File: config.mk
export PLATFORM = sky130hd
export DESIGN_NAME = change_dispenser
export DESIGN_NICKNAME = d
export VERILOG_FILES = /design/src/rtl/vend_pkg.sv /design/src/rtl/denom_select.sv /design/src/rtl/change_dispenser.sv
export SDC_FILE = /design/constraint.sdc
export NUM_CORES = 1
export LEC_CHECK = 0
export CAP_MARGIN = 20
export CORE_ASPECT_RATIO = 1.5
export CORE_MARGIN = 5
export CORE_UTILIZATION = 51
export CTS_BUF_LIST = sky130_fd_sc_hd__clkbuf_16
export DETAILED_ROUTE_END_ITERATION = 10
export PLACE_DENSITY = 0.79
export SYNTH_ARGS = -nofsm -noshare
export SYNTH_HDL_FRONTEND = slang
export SYNTH_SLANG_ARGS = --single-unit
File: constraint.sdc
create_clock -name CLK -period 2.7 [get_ports CLK]
set_input_delay 0.54 -clock CLK [delete_from_list [all_inputs] [get_ports CLK]]
set_output_delay 0.54 -clock CLK [all_outputs]
set_load 0.02 [all_outputs]
File: src/rtl/vend_pkg.sv
// rtl/vend_pkg.sv - shared vending types, coin values and dispenser state encoding
//
// Purpose: common definitions for the change dispenser and its selector.
//   VAL50/VAL100/VAL500/VAL1000 : coin values in 50-won units
//   disp_state_t                : dispenser FSM states
//   denom_t                     : 2-bit denomination code (also the stock index)
//   coin_value()                : denomination code -> value in 50-won units
package vend_pkg;

  localparam logic [6:0] VAL50   = 7'd1;
  localparam logic [6:0] VAL100  = 7'd2;
  localparam logic [6:0] VAL500  = 7'd10;
  localparam logic [6:0] VAL1000 = 7'd20;

  typedef enum logic [2:0] {
    ST_IDLE   = 3'd0,
    ST_SELECT = 3'd1,
    ST_EJECT  = 3'd2,
    ST_GAP    = 3'd3,
    ST_DONE   = 3'd4
  } disp_state_t;

  typedef enum logic [1:0] {
    DEN_50   = 2'd0,
    DEN_100  = 2'd1,
    DEN_500  = 2'd2,
    DEN_1000 = 2'd3
  } denom_t;

  function automatic logic [6:0] coin_value(input denom_t d);
    logic [6:0] v;
    case (d)
      DEN_50:   v = VAL50;
      DEN_100:  v = VAL100;
      DEN_500:  v = VAL500;
      DEN_1000: v = VAL1000;
      default:  v = VAL50;
    endcase
    return v;
  endfunction

endpackage

File: src/rtl/denom_select.sv
// rtl/denom_select.sv - greedy largest-first coin picker (combinational)
//
// Ports:
//   remain   in  7  balance still owed, 50-won units
//   in_stock in  4  per-denomination stock>0 flags, bit index = denom_t code
//   valid    out 1  some denomination fits remain and has stock
//   denom    out 2  chosen denomination (meaningful only when valid)
module denom_select
  import vend_pkg::*;
(
  input  logic [6:0] remain,
  input  logic [3:0] in_stock,
  output logic       valid,
  output denom_t     denom
);

  always_comb begin
    valid = 1'b0;
    denom = DEN_50;
    if (in_stock[3] && remain >= VAL1000) begin
      valid = 1'b1;
      denom = DEN_1000;
    end else if (in_stock[2] && remain >= VAL500) begin
      valid = 1'b1;
      denom = DEN_500;
    end else if (in_stock[1] && remain >= VAL100) begin
      valid = 1'b1;
      denom = DEN_100;
    end else if (in_stock[0] && remain >= VAL50) begin
      valid = 1'b1;
      denom = DEN_50;
    end
  end

endmodule

File: src/rtl/change_dispenser.sv
// rtl/change_dispenser.sv - pays out a balance coin by coin through the hopper
//
// Ports:
//   CLK, RST_N            clock, synchronous active-low reset
//   Load, Amount[6:0]     request to pay Amount (50-won units), taken only in IDLE
//   HopperReady           hopper accepts an eject pulse this cycle
//   Refill                reload all stocks to INIT_STOCK, taken only in IDLE
//   Eject50..Eject1000    one-cycle eject pulses, at most one high
//   Busy, Done            dispensing in progress / one-cycle completion pulse
//   Short, Residual[6:0]  last request not fully paid and its unpaid remainder
//   Stock50..Stock1000    live coin counts
module change_dispenser
  import vend_pkg::*;
#(
  parameter int STOCK_W    = 8,
  parameter int INIT_STOCK = 20,
  parameter int GAP        = 2
) (
  input  logic               CLK,
  input  logic               RST_N,
  input  logic               Load,
  input  logic [6:0]         Amount,
  input  logic               HopperReady,
  input  logic               Refill,
  output logic               Eject50,
  output logic               Eject100,
  output logic               Eject500,
  output logic               Eject1000,
  output logic               Busy,
  output logic               Done,
  output logic               Short,
  output logic [6:0]         Residual,
  output logic [STOCK_W-1:0] Stock50,
  output logic [STOCK_W-1:0] Stock100,
  output logic [STOCK_W-1:0] Stock500,
  output logic [STOCK_W-1:0] Stock1000
);

  localparam int                 GAP_W     = (GAP > 1) ? $clog2(GAP) : 1;
  localparam logic [GAP_W-1:0]   GAP_LAST  = GAP_W'((GAP > 0) ? GAP - 1 : 0);
  localparam logic [STOCK_W-1:0] STOCK_RST = STOCK_W'(INIT_STOCK);

  disp_state_t        state, state_next;
  logic [6:0]         remain;
  denom_t             sel;
  logic [GAP_W-1:0]   gap_cnt;
  logic [STOCK_W-1:0] stock [4];

  logic [3:0] in_stock;
  logic       pick_valid;
  denom_t     pick;
  logic       load_ok, refill_ok, fire;

  always_comb begin
    in_stock = '0;
    for (int i = 0; i < 4; i++) in_stock[i] = (stock[i] != '0);
  end

  denom_select u_denom_select (
    .remain   (remain),
    .in_stock (in_stock),
    .valid    (pick_valid),
    .denom    (pick)
  );

  always_ff @(posedge CLK) begin
    if (!RST_N) state <= ST_IDLE;
    else        state <= state_next;
  end

  always_comb begin
    state_next = state;
    load_ok    = 1'b0;
    refill_ok  = 1'b0;
    fire       = 1'b0;
    case (state)
      ST_IDLE: begin
        load_ok   = Load;
        refill_ok = Refill;
        if (Load) state_next = ST_SELECT;
      end
      ST_SELECT: begin
        if (remain != '0 && pick_valid) state_next = ST_EJECT;
        else                            state_next = ST_DONE;
      end
      ST_EJECT: begin
        // The pulse itself is decoded combinationally from HopperReady,
        // so the bookkeeping must happen in exactly that cycle.
        if (HopperReady) begin
          fire       = 1'b1;
          state_next = (GAP == 0) ? ST_SELECT : ST_GAP;
        end
      end
      ST_GAP: begin
        if (gap_cnt == GAP_LAST) state_next = ST_SELECT;
      end
      ST_DONE:  state_next = ST_IDLE;
      default:  state_next = ST_IDLE;
    endcase
  end

  always_ff @(posedge CLK) begin
    if (!RST_N) begin
      remain   <= '0;
      sel      <= DEN_50;
      gap_cnt  <= '0;
      Short    <= 1'b0;
      Residual <= '0;
      for (int i = 0; i < 4; i++) stock[i] <= STOCK_RST;
    end else begin
      if (load_ok) begin
        remain   <= Amount;
        Short    <= 1'b0;
        Residual <= '0;
      end
      // Refill shares the IDLE cycle with Load, so SELECT sees the new stock.
      if (refill_ok) begin
        for (int i = 0; i < 4; i++) stock[i] <= STOCK_RST;
      end
      if (state == ST_SELECT && remain != '0) begin
        if (pick_valid) begin
          sel <= pick;
        end else begin
          Short    <= 1'b1;
          Residual <= remain;
        end
      end
      // sel was only latched with value<=remain and stock>0, so neither wraps.
      if (fire) begin
        remain     <= remain - coin_value(sel);
        stock[sel] <= stock[sel] - STOCK_W'(1);
      end
      if (state == ST_GAP) gap_cnt <= gap_cnt + GAP_W'(1);
      else                 gap_cnt <= '0;
    end
  end

  assign Eject50   = (state == ST_EJECT) && HopperReady && (sel == DEN_50);
  assign Eject100  = (state == ST_EJECT) && HopperReady && (sel == DEN_100);
  assign Eject500  = (state == ST_EJECT) && HopperReady && (sel == DEN_500);
  assign Eject1000 = (state == ST_EJECT) && HopperReady && (sel == DEN_1000);
  assign Busy      = (state != ST_IDLE);
  assign Done      = (state == ST_DONE);
  assign Stock50   = stock[0];
  assign Stock100  = stock[1];
  assign Stock500  = stock[2];
  assign Stock1000 = stock[3];

endmodule

After elaboration in Yosys (flattened, before gate mapping). Memory sizes are Yosys's and may differ from the RTL's. A register that Yosys moved wholly into a read port is not among the register bits. Index checks and enable logic that the tools add are counted.

Reductions and logical operators: 24. Multipliers: 0. $lt $le $gt $ge: 4. Shift operators: 0. Bitwise operators: 4. Div/mod/pow operators: 0. Add/subtract/negate cells: 3. Multiplexer cells: 43. Eq/ne operators: 10.

Operators by type and width (number): $mux 7 (7); $mux 8 (5); $reduce_bool 8->1 (4); $pmux 7 s4 (1); $mux 1 (20); $mux 3 (4); $pmux 3 s4 (1); $logic_and 1x1->1 (11); $mux 2 (5); $reduce_or 8->1 (1); $sub 8x1->8 const B (1); $ge 7x1->1 const B (1); $ge 7x2->1 const B (1); $ge 7x4->1 const B (1); $ge 7x5->1 const B (1); $reduce_bool 7->1 (1); $sub 7x7->7 (1); $eq 3x2->1 const B (2); $ne 2x2->1 const B (3); $eq 2x2->1 const B (2); $or 1x1->1 (4); $reduce_and 2->1 (2); $eq 3x1->1 const B (1); $eq 3x3->1 const B (1); other kinds (7) (7).

Output and inout bits: 46. Bits of input ports: 12. Bits in read-only memories: 0. Memory bits (writable): 32. Memories: 1. Bits in registers: 21. Latch bits: 0. Word-level logic and storage cells: 95.

Memories: stock (depth 4, width 8, read ports 5, clocked after Yosys merged registers in 1, write ports 4, line change_dispenser.sv:47) `logic [STOCK_W-1:0] stock [4];`.

Depth between registers and ports, before layout. Gate-level depths: netlist (run 1). An unclocked memory read counts as a cell.

Word-level depth: 10. Gate-level depth with buffers: 10.

Modules after synthesis. From an unflattened synthesis (run 1), not the netlist that was laid out.

Cell total of the unflattened synthesis: 278. Area total of the unflattened synthesis: 2905.3 um2.

Modules (own cells, without submodules): change_dispenser (seq. area each 1421.4 um2, times used 1, area each 2810.2 um2, cells an instance 263); denom_select (seq. area each 0.0 um2, times used 1, area each 95.1 um2, cells an instance 15).

Worst setup path after synthesis (run 1). No wires, ideal clock.

Path type: register to register. From: mem stock[3][0]. To: mem stock[2][6], data pin. Buffers on the path: 0. Period minus slack after synthesis: 2193 ps. Stages on the path, launching flop included: 8. Data required time: 2440 ps. Slack: 507 ps. Data arrival time: 1933 ps. Cells stage by stage: edfxtp_1 -> mux4_2 -> inv_1 -> ha_1 -> nand2_1 -> or3_4 -> xor2_2 -> nor2_1.

RTL lines (line): start, declared (change_dispenser.sv:47).

Worst setup path in the final report (run 1).
From: in HopperReady. To: out Eject100.

Cells in the longest elaborated chain, start to end: 2.

Ends and longest elaborated chain: start, declared (line change_dispenser.sv:23) `input logic HopperReady,`; $logic_and 1x1->1 (2 in a row) (line change_dispenser.sv:139) `assign Eject100 = (state == ST_EJECT) && HopperReady && (sel == DEN_100);`; end, declared (line change_dispenser.sv:26) `output logic Eject100,`.

Every way passes these cells.

==> results.ini, run 1 <==
[finish]
diodes=0
drive_gt1_share_pct=8.33
syn2layout_area_growth_pct=29.6
final_cell_mix=57 x clkdlybuf4s50_1, 34 x nor2_1, 32 x edfxtp_1
layout_commonest_cell=clkdlybuf4s50_1
nets=358
utilization_pct=67.9
fillers=459

[worst_setup_path]
critPathSlowestCell=clkdlybuf4s50_1
critPathCaptureType=primary output
path_class=input pin to primary output
crit_path_start_kind=input pin
rr_worst_depth=7
r2r-end=stock[2][6]$_SDFFCE_PN0P_
cp.arrival_ns=2.04
worstPathCellList=clkdlybuf4s50_1, and3_1, and2_1, clkdlybuf4s50_1
crit_buf_inv=2
critPathTopFamily=buffers and inverters
crit_top_cell=clkdlybuf4s50_1
worstPathRequired_ns=2.16
crit_fanout=3
reg2reg_setup_slack_ns=0.36
max_stage_delay_ns=0.62

[clocking]
clockBufferDepth=2
clk_pin_slew_ns=0.07
clock-sinks=55
postCtsResizedCells=0
cts_setup_buffers=0
cts_made_buffers=5
clock_latency_ns=0.30
cts_hold_buf=0
cts_tree=built
root_buffer=clkbuf_16
htree_levels=2

[synthesis]
yosysSeqAreaShare_pct=49.8
synth-seq-cells=55
syn-num-nets=297
syn_inst=274
synth_edf_count=32
synth_area_um2=2850
yosysWarnings=0
synth_ff_type=edfxtp_1
avgSynthCellArea_um2=10.4
async_flop_share_pct=0
ys_types=43

[grt]
grt_usage_pct=20.2
first_global_vias=2344
grt_overflow=0
grt_pass1_wl_um=11200
antenna_found_initial=0
grt_max_degree=37

[route]
firstDrtPassIters=4
postRouteAntennaNets=0
routed_wl_um=7140
vias=2378
routedWlPerCell_um=17.6
viasPerCell=5.86
drt_iter0_markers=200
drc_errors=0

[die]
rows=33
die-area_um2=7220
core_um2=5450
die_w_um=71.1
start_util_pct=52.4
io_pins=58
die-height_um=102

[place]
place_congestion=0.890
place_ws_ns=0.115
dp_hpwl_um=5520
port_buffers=57

[timing]
clock-skew-final_ns=0.00607
finalCritPeriodShare_pct=95.7
finalSetupTns_ns=0
tightest_slew_ns=0.549
setup_viol=0
hold_violations=0
fin_ws_ns=0.117
slew_violations=0
fmax_mhz=387
rsz0062_at_grt=no
finalCriticalPeriod_ns=2.58
slew_headroom_pct=63.1

[worst_hold_path]
hold_path_end=gap_cnt$_SDFF_PN0_
hold_start=gap_cnt$_SDFF_PN0_
hp-class=register to register
holdPathStages=1

[power_and_ir_drop]
pwr_density_cell_nw_per_um2=625
ir_drop_mv=0.366
p_leak_nw=1.30

[run]
drv_cap=0

[status]
status=finished, final reports clean

-- synth_stat cells, types with 3 or more instances --
| master | count | area share, % |
|---|---|---|
| nor2_1 | 34 | 4.5 |
| edfxtp_1 | 32 | 34 |
| nand2_1 | 26 | 3.4 |
| dfxtp_1 | 23 | 16 |
| o21ai_0 | 20 | 3.5 |
| nand3_1 | 16 | 2.8 |
| nand4_1 | 11 | 2.4 |
| ha_1 | 10 | 4.4 |
| inv_1 | 10 | 1.3 |
| nand2b_1 | 10 | 2.2 |
| clkbuf_1 | 9 | 1.2 |
| nor4_1 | 9 | 2.0 |
| a21oi_1 | 5 | 0.88 |
| and3_1 | 5 | 1.1 |
| mux4_1 | 5 | 4.6 |
| nor3_1 | 4 | 0.70 |
| xnor2_1 | 4 | 1.2 |
| a22oi_1 | 3 | 0.79 |
| mux4_2 | 3 | 2.4 |
| nor2b_1 | 3 | 0.66 |
| o21a_1 | 3 | 0.79 |
-- power breakdown --
group / total (mW) / switching, mW / internal [mW]
Combinational: 0.551 / 0.311 / 0.240
Sequential: 1.02 / 0.0727 / 0.949
Clock: 0.738 / 0.297 / 0.441
-- worst max path at each step --
stage,from,endpoint,cells after the start
CTS,HopperReady,Eject100,4
detailed placement,HopperReady,Eject100,4
global placement,HopperReady,Eject100,4
global route,HopperReady,Eject100,4
floorplan,stock[3][0]$_SDFFCE_PN0P_,stock[2][6]$_SDFFCE_PN0P_,7
finish,HopperReady,Eject100,4
-- sequential cells by signal (all words and copies together), names as in the netlist, named ones only --
register / flops
stock: 32
remain: 7
Residual: 7
state: 3
sel: 2
gap_cnt: 1
Short: 1
-- through the flow --
stage	power (mW)	instances	hold slack, ns	area, um2
floorplan	1.39	274	0.398	2850
global placement	1.57	398	0.406	3530
detailed placement	1.59	398	0.414	3530
CTS	2.32	406	0.423	3700
global route	2.41	406	0.438	3700
finish	2.31	406	0.419	3700
-- per-layer routing --
metal	vias up	global-route usage (%)	wire length (um)
met3	10	3.87	397
met4	0	8.83	132
li1	1128	-	-
met2	76	38.2	3940
met5	-	0	0
met1	1164	21.5	2670
-- worst reg2reg max path, cell delays in order (launching register included) --
cell	delay, ns
dfxtp_1	0.44
mux4_1	0.62
inv_1	0.10
ha_1	0.18
nand2_1	0.09
or3_4	0.34
xor2_2	0.23
nor2_1	0.08
-- cell type report --
class                           instances  area [um2]  share of cell area (%)
Timing Repair Buffer                   67         646                    17.5
Inverter                               10        37.5                    1.01
Multi-Input combinational cell        196        1340                    36.1
Clock inverter                          3        46.3                    1.25
Sequential cell                        55        1420                    38.4
Tap cell                               70        87.6                    2.37
Clock buffer                            5         125                    3.38
-- cell families (layout without fill, tap and decap cells) --
family                   Yosys count  after routing  synth area share (%)
XOR/XNOR                           7              7                  2.41
AND/OR/NAND/NOR                  128            128                  22.7
buffers and inverters             23             85                  3.38
flip-flops                        55             55                  49.8
adder cells (fa/ha/maj)           11             11                  5.09
AO/OA/AOI/OAI                     42             42                  9.64
multiplexers                       8              8                  6.97
(Power assumes the default switching activity.)
==> run 2: changes to the inputs <==
--- a/config.mk
+++ b/config.mk
@@ -7,11 +7,11 @@
 export LEC_CHECK = 0
 export CAP_MARGIN = 20
 export CORE_ASPECT_RATIO = 1.5
-export CORE_MARGIN = 5
-export CORE_UTILIZATION = 51
+export CORE_MARGIN = 3
+export CORE_UTILIZATION = 42
 export CTS_BUF_LIST = sky130_fd_sc_hd__clkbuf_16
 export DETAILED_ROUTE_END_ITERATION = 10
-export PLACE_DENSITY = 0.79
+export PLACE_DENSITY = 0.67
 export SYNTH_ARGS = -nofsm -noshare
 export SYNTH_HDL_FRONTEND = slang
 export SYNTH_SLANG_ARGS = --single-unit
==> constraint.sdc (replaced) <==
create_clock -name CLK -period 2.6 [get_ports CLK]
set_input_delay 0.52 -clock CLK [delete_from_list [all_inputs] [get_ports CLK]]
set_output_delay 0.52 -clock CLK [all_outputs]
set_load 0.02 [all_outputs]
==> run 2 against run 1 <==
  * Global-route usage down 0.16 points
  * Count of clock-buffer cells in the layout unchanged
  * Clock power decreased by 9.8%
  * Sequential power rose by 4%
  * Register-to-register slack worse by 0.15 ns
  * Combinational power grew 6.7%
  * Highest routed layer unchanged
  * Routed wire length grew 4.3%
  * Non-clock buffer count grew 7
==> results.ini, run 2 (synthesis results as in run 1) <==
[route]
firstDrtPassIters=4  ; unchanged
vias=2358  ; -0.84%
drt_iter0_markers=108  ; -46%
routed_wl_um=7450  ; +4.3%
postRouteAntennaNets=0  ; unchanged
viasPerCell=5.63  ; -3.9%
routedWlPerCell_um=17.8  ; +1.0%
drc_errors=0  ; unchanged

[finish]
largest_reg_flops=32  ; unchanged
drive_gt1_share_pct=10.5  ; +2.2 points
final_cell_mix=56 x clkdlybuf4s50_1, 34 x nor2_1, 32 x edfxtp_1
syn2layout_area_growth_pct=31.0
reg_top3=stock (32), Residual (7), remain (7)
diodes=0  ; unchanged
regMostFlops=stock
post-route-cell-area_um2=3740  ; +1.1%
layout_commonest_cell=clkdlybuf4s50_1
nets=365  ; +2.0%

[die]
rows=36  ; +9.1%
io_pins=58  ; unchanged
core_um2=6530  ; +20%
die-area_um2=7840  ; +8.5%
start_util_pct=43.7  ; -8.7 points
die-height_um=107  ; +5.3%
die_w_um=73.3  ; +3.1%

[power_and_ir_drop]
pwr_density_cell_nw_per_um2=618  ; -1.0%
fin_total_pwr_mw=2.31  ; about the same
ir_drop_mv=0.281  ; -23%
internal-power_mw=1.60  ; -1.7%
switchingPower_mw=0.710  ; +4.2%
p_sw_share_pct=30.7  ; +1.2 points
clkPwrFrac_pct=28.8  ; -3.1 points
seqPwrFrac_pct=45.8  ; +1.6 points
power_frac_comb_pct=25.5  ; +1.7 points
p_leak_nw=1.35  ; +3.5%

[clocking]
postCtsResizedCells=0  ; unchanged
htree_levels=2  ; unchanged
cts_hold_buf=0  ; unchanged
cts_setup_buffers=0  ; unchanged
clock-sinks=55  ; unchanged
clockBufferDepth=2  ; unchanged
clock_latency_ns=0.29  ; about the same
root_buffer=clkbuf_16
cts_tree=built
cts_made_buffers=5  ; unchanged
clk_pin_slew_ns=0.07  ; about the same

[place]
dp_hpwl_um=5870  ; +6.3%
port_buffers=57  ; unchanged
place_congestion=0.934  ; +5.0%
dpl-instance-area_um2=3590  ; +1.7%

[timing]
tightest_slew_ns=0.552  ; +0.00258 ns
finalCriticalPeriod_ns=2.55
finalCritPeriodShare_pct=98.1
clock-skew-final_ns=0.00529  ; -0.000775 ns
rsz0062_at_grt=no
slew_headroom_pct=63.0  ; -0.099 points
slew_violations=0  ; unchanged
setup_viol=0  ; unchanged
finalSetupTns_ns=0  ; unchanged
fin_hold_ws_ns=0.415  ; -0.00431 ns
hold_violations=0  ; unchanged
fmax_mhz=392

[run]
drv_cap=0  ; unchanged

[worst_hold_path]
hp-class=register to register
hold_start=gap_cnt$_SDFF_PN0_
hold_path_end=gap_cnt$_SDFF_PN0_
holdPathStages=1  ; unchanged

[worst_setup_path]
crit_path_start_kind=input pin
crit_fanout=5  ; +2
cp.arrival_ns=2.03  ; about the same
path_class=input pin to primary output
max_stage_delay_ns=0.61  ; about the same
rr_worst_depth=7  ; unchanged
crit_top_cell=clkdlybuf4s50_1
critPathSlowestCell=clkdlybuf4s50_1
r2r-end=stock[2][6]$_SDFFCE_PN0P_
worstPathCellList=clkdlybuf4s50_1, and3_2, and2_1, clkdlybuf4s50_1
reg2reg_setup_slack_ns=0.21  ; -0.15 ns
critPathCaptureType=primary output
worstPathRequired_ns=2.08  ; -0.08 ns

[grt]
grt_pass1_wl_um=11900  ; +5.6%
grt_usage_pct=20.1  ; -0.16 points
first_global_vias=2417  ; +3.1%
antenna_found_initial=0  ; unchanged
grt_overflow=0  ; unchanged
grt_max_degree=37  ; unchanged

[status]
status=finished, final reports clean

run 2: per-layer routing:
| layer | track usage, % | share of wire (%) | vias to the layer above |
|---|---|---|---|
| li1 | - | - | 1137 |
| met1 | 21.2 | 37 | 1137 |
| met2 | 38.2 | 55 | 70 |
| met3 | 2.91 | 4.6 | 14 |
| met4 | 8.03 | 3.1 | 0 |
| met5 | 0 | 0 | - |
run 2: area by class of cell:
| type | count | area, um2 |
|---|---|---|
| Tap cell | 76 | 95.1 |
| Clock buffer | 5 | 125 |
| Multi-Input combinational cell | 196 | 1340 |
| Clock inverter | 3 | 22.5 |
| Fill cell | 595 | 2790 |
| Inverter | 10 | 37.5 |
| Timing Repair Buffer | 74 | 701 |
| Sequential cell | 55 | 1420 |
run 2: power by group through the flow:
stage               Combinational [mW]  Sequential [mW]  Clock, mW
floorplan                        0.358             1.09          0
global placement                 0.576             1.08          0
detailed placement               0.587             1.08          0
CTS                              0.594             1.06      0.675
global route                     0.650             1.07      0.714
finish                           0.588             1.06      0.666
run 2: through the flow:
step,setup WS [ns],utilization (%),std cells
detailed placement,0.0253,54.9,411
global route,0.00761,57.3,419
CTS,0.0220,57.2,419
floorplan,0.407,-,274
finish,0.0495,57.3,419
global placement,0.0366,54.9,411
run 2: worst max-delay path by stage:
stage / from / end / slack (ns) / cells past startpoint
2_1_floorplan: stock[3][0]$_SDFFCE_PN0P_ / stock[2][6]$_SDFFCE_PN0P_ / 0.41 / 7
3_3_place_gp: HopperReady / Eject100 / 0.04 / 4
3_5_place_dp: HopperReady / Eject100 / 0.03 / 4
4_1_cts: HopperReady / Eject100 / 0.02 / 4
5_1_grt: HopperReady / Eject100 / 0.008 / 4
6_report: HopperReady / Eject100 / 0.05 / 4
run 2: worst max-delay path: cells and delay by family:
kind                   cells  cell delay (ns)
buffers and inverters      2             1.08
and+or+nand+nor            2             0.43
==> run 3: changes to the inputs <==
--- a/config.mk
+++ b/config.mk
@@ -5,7 +5,7 @@
 export SDC_FILE = /design/constraint.sdc
 export NUM_CORES = 1
 export LEC_CHECK = 0
-export CAP_MARGIN = 20
+export CAP_MARGIN = 0
 export CORE_ASPECT_RATIO = 1.5
 export CORE_MARGIN = 3
 export CORE_UTILIZATION = 42
==> results of run 3 <==
Final layout, timing and power as in run 2 (identical DEF).
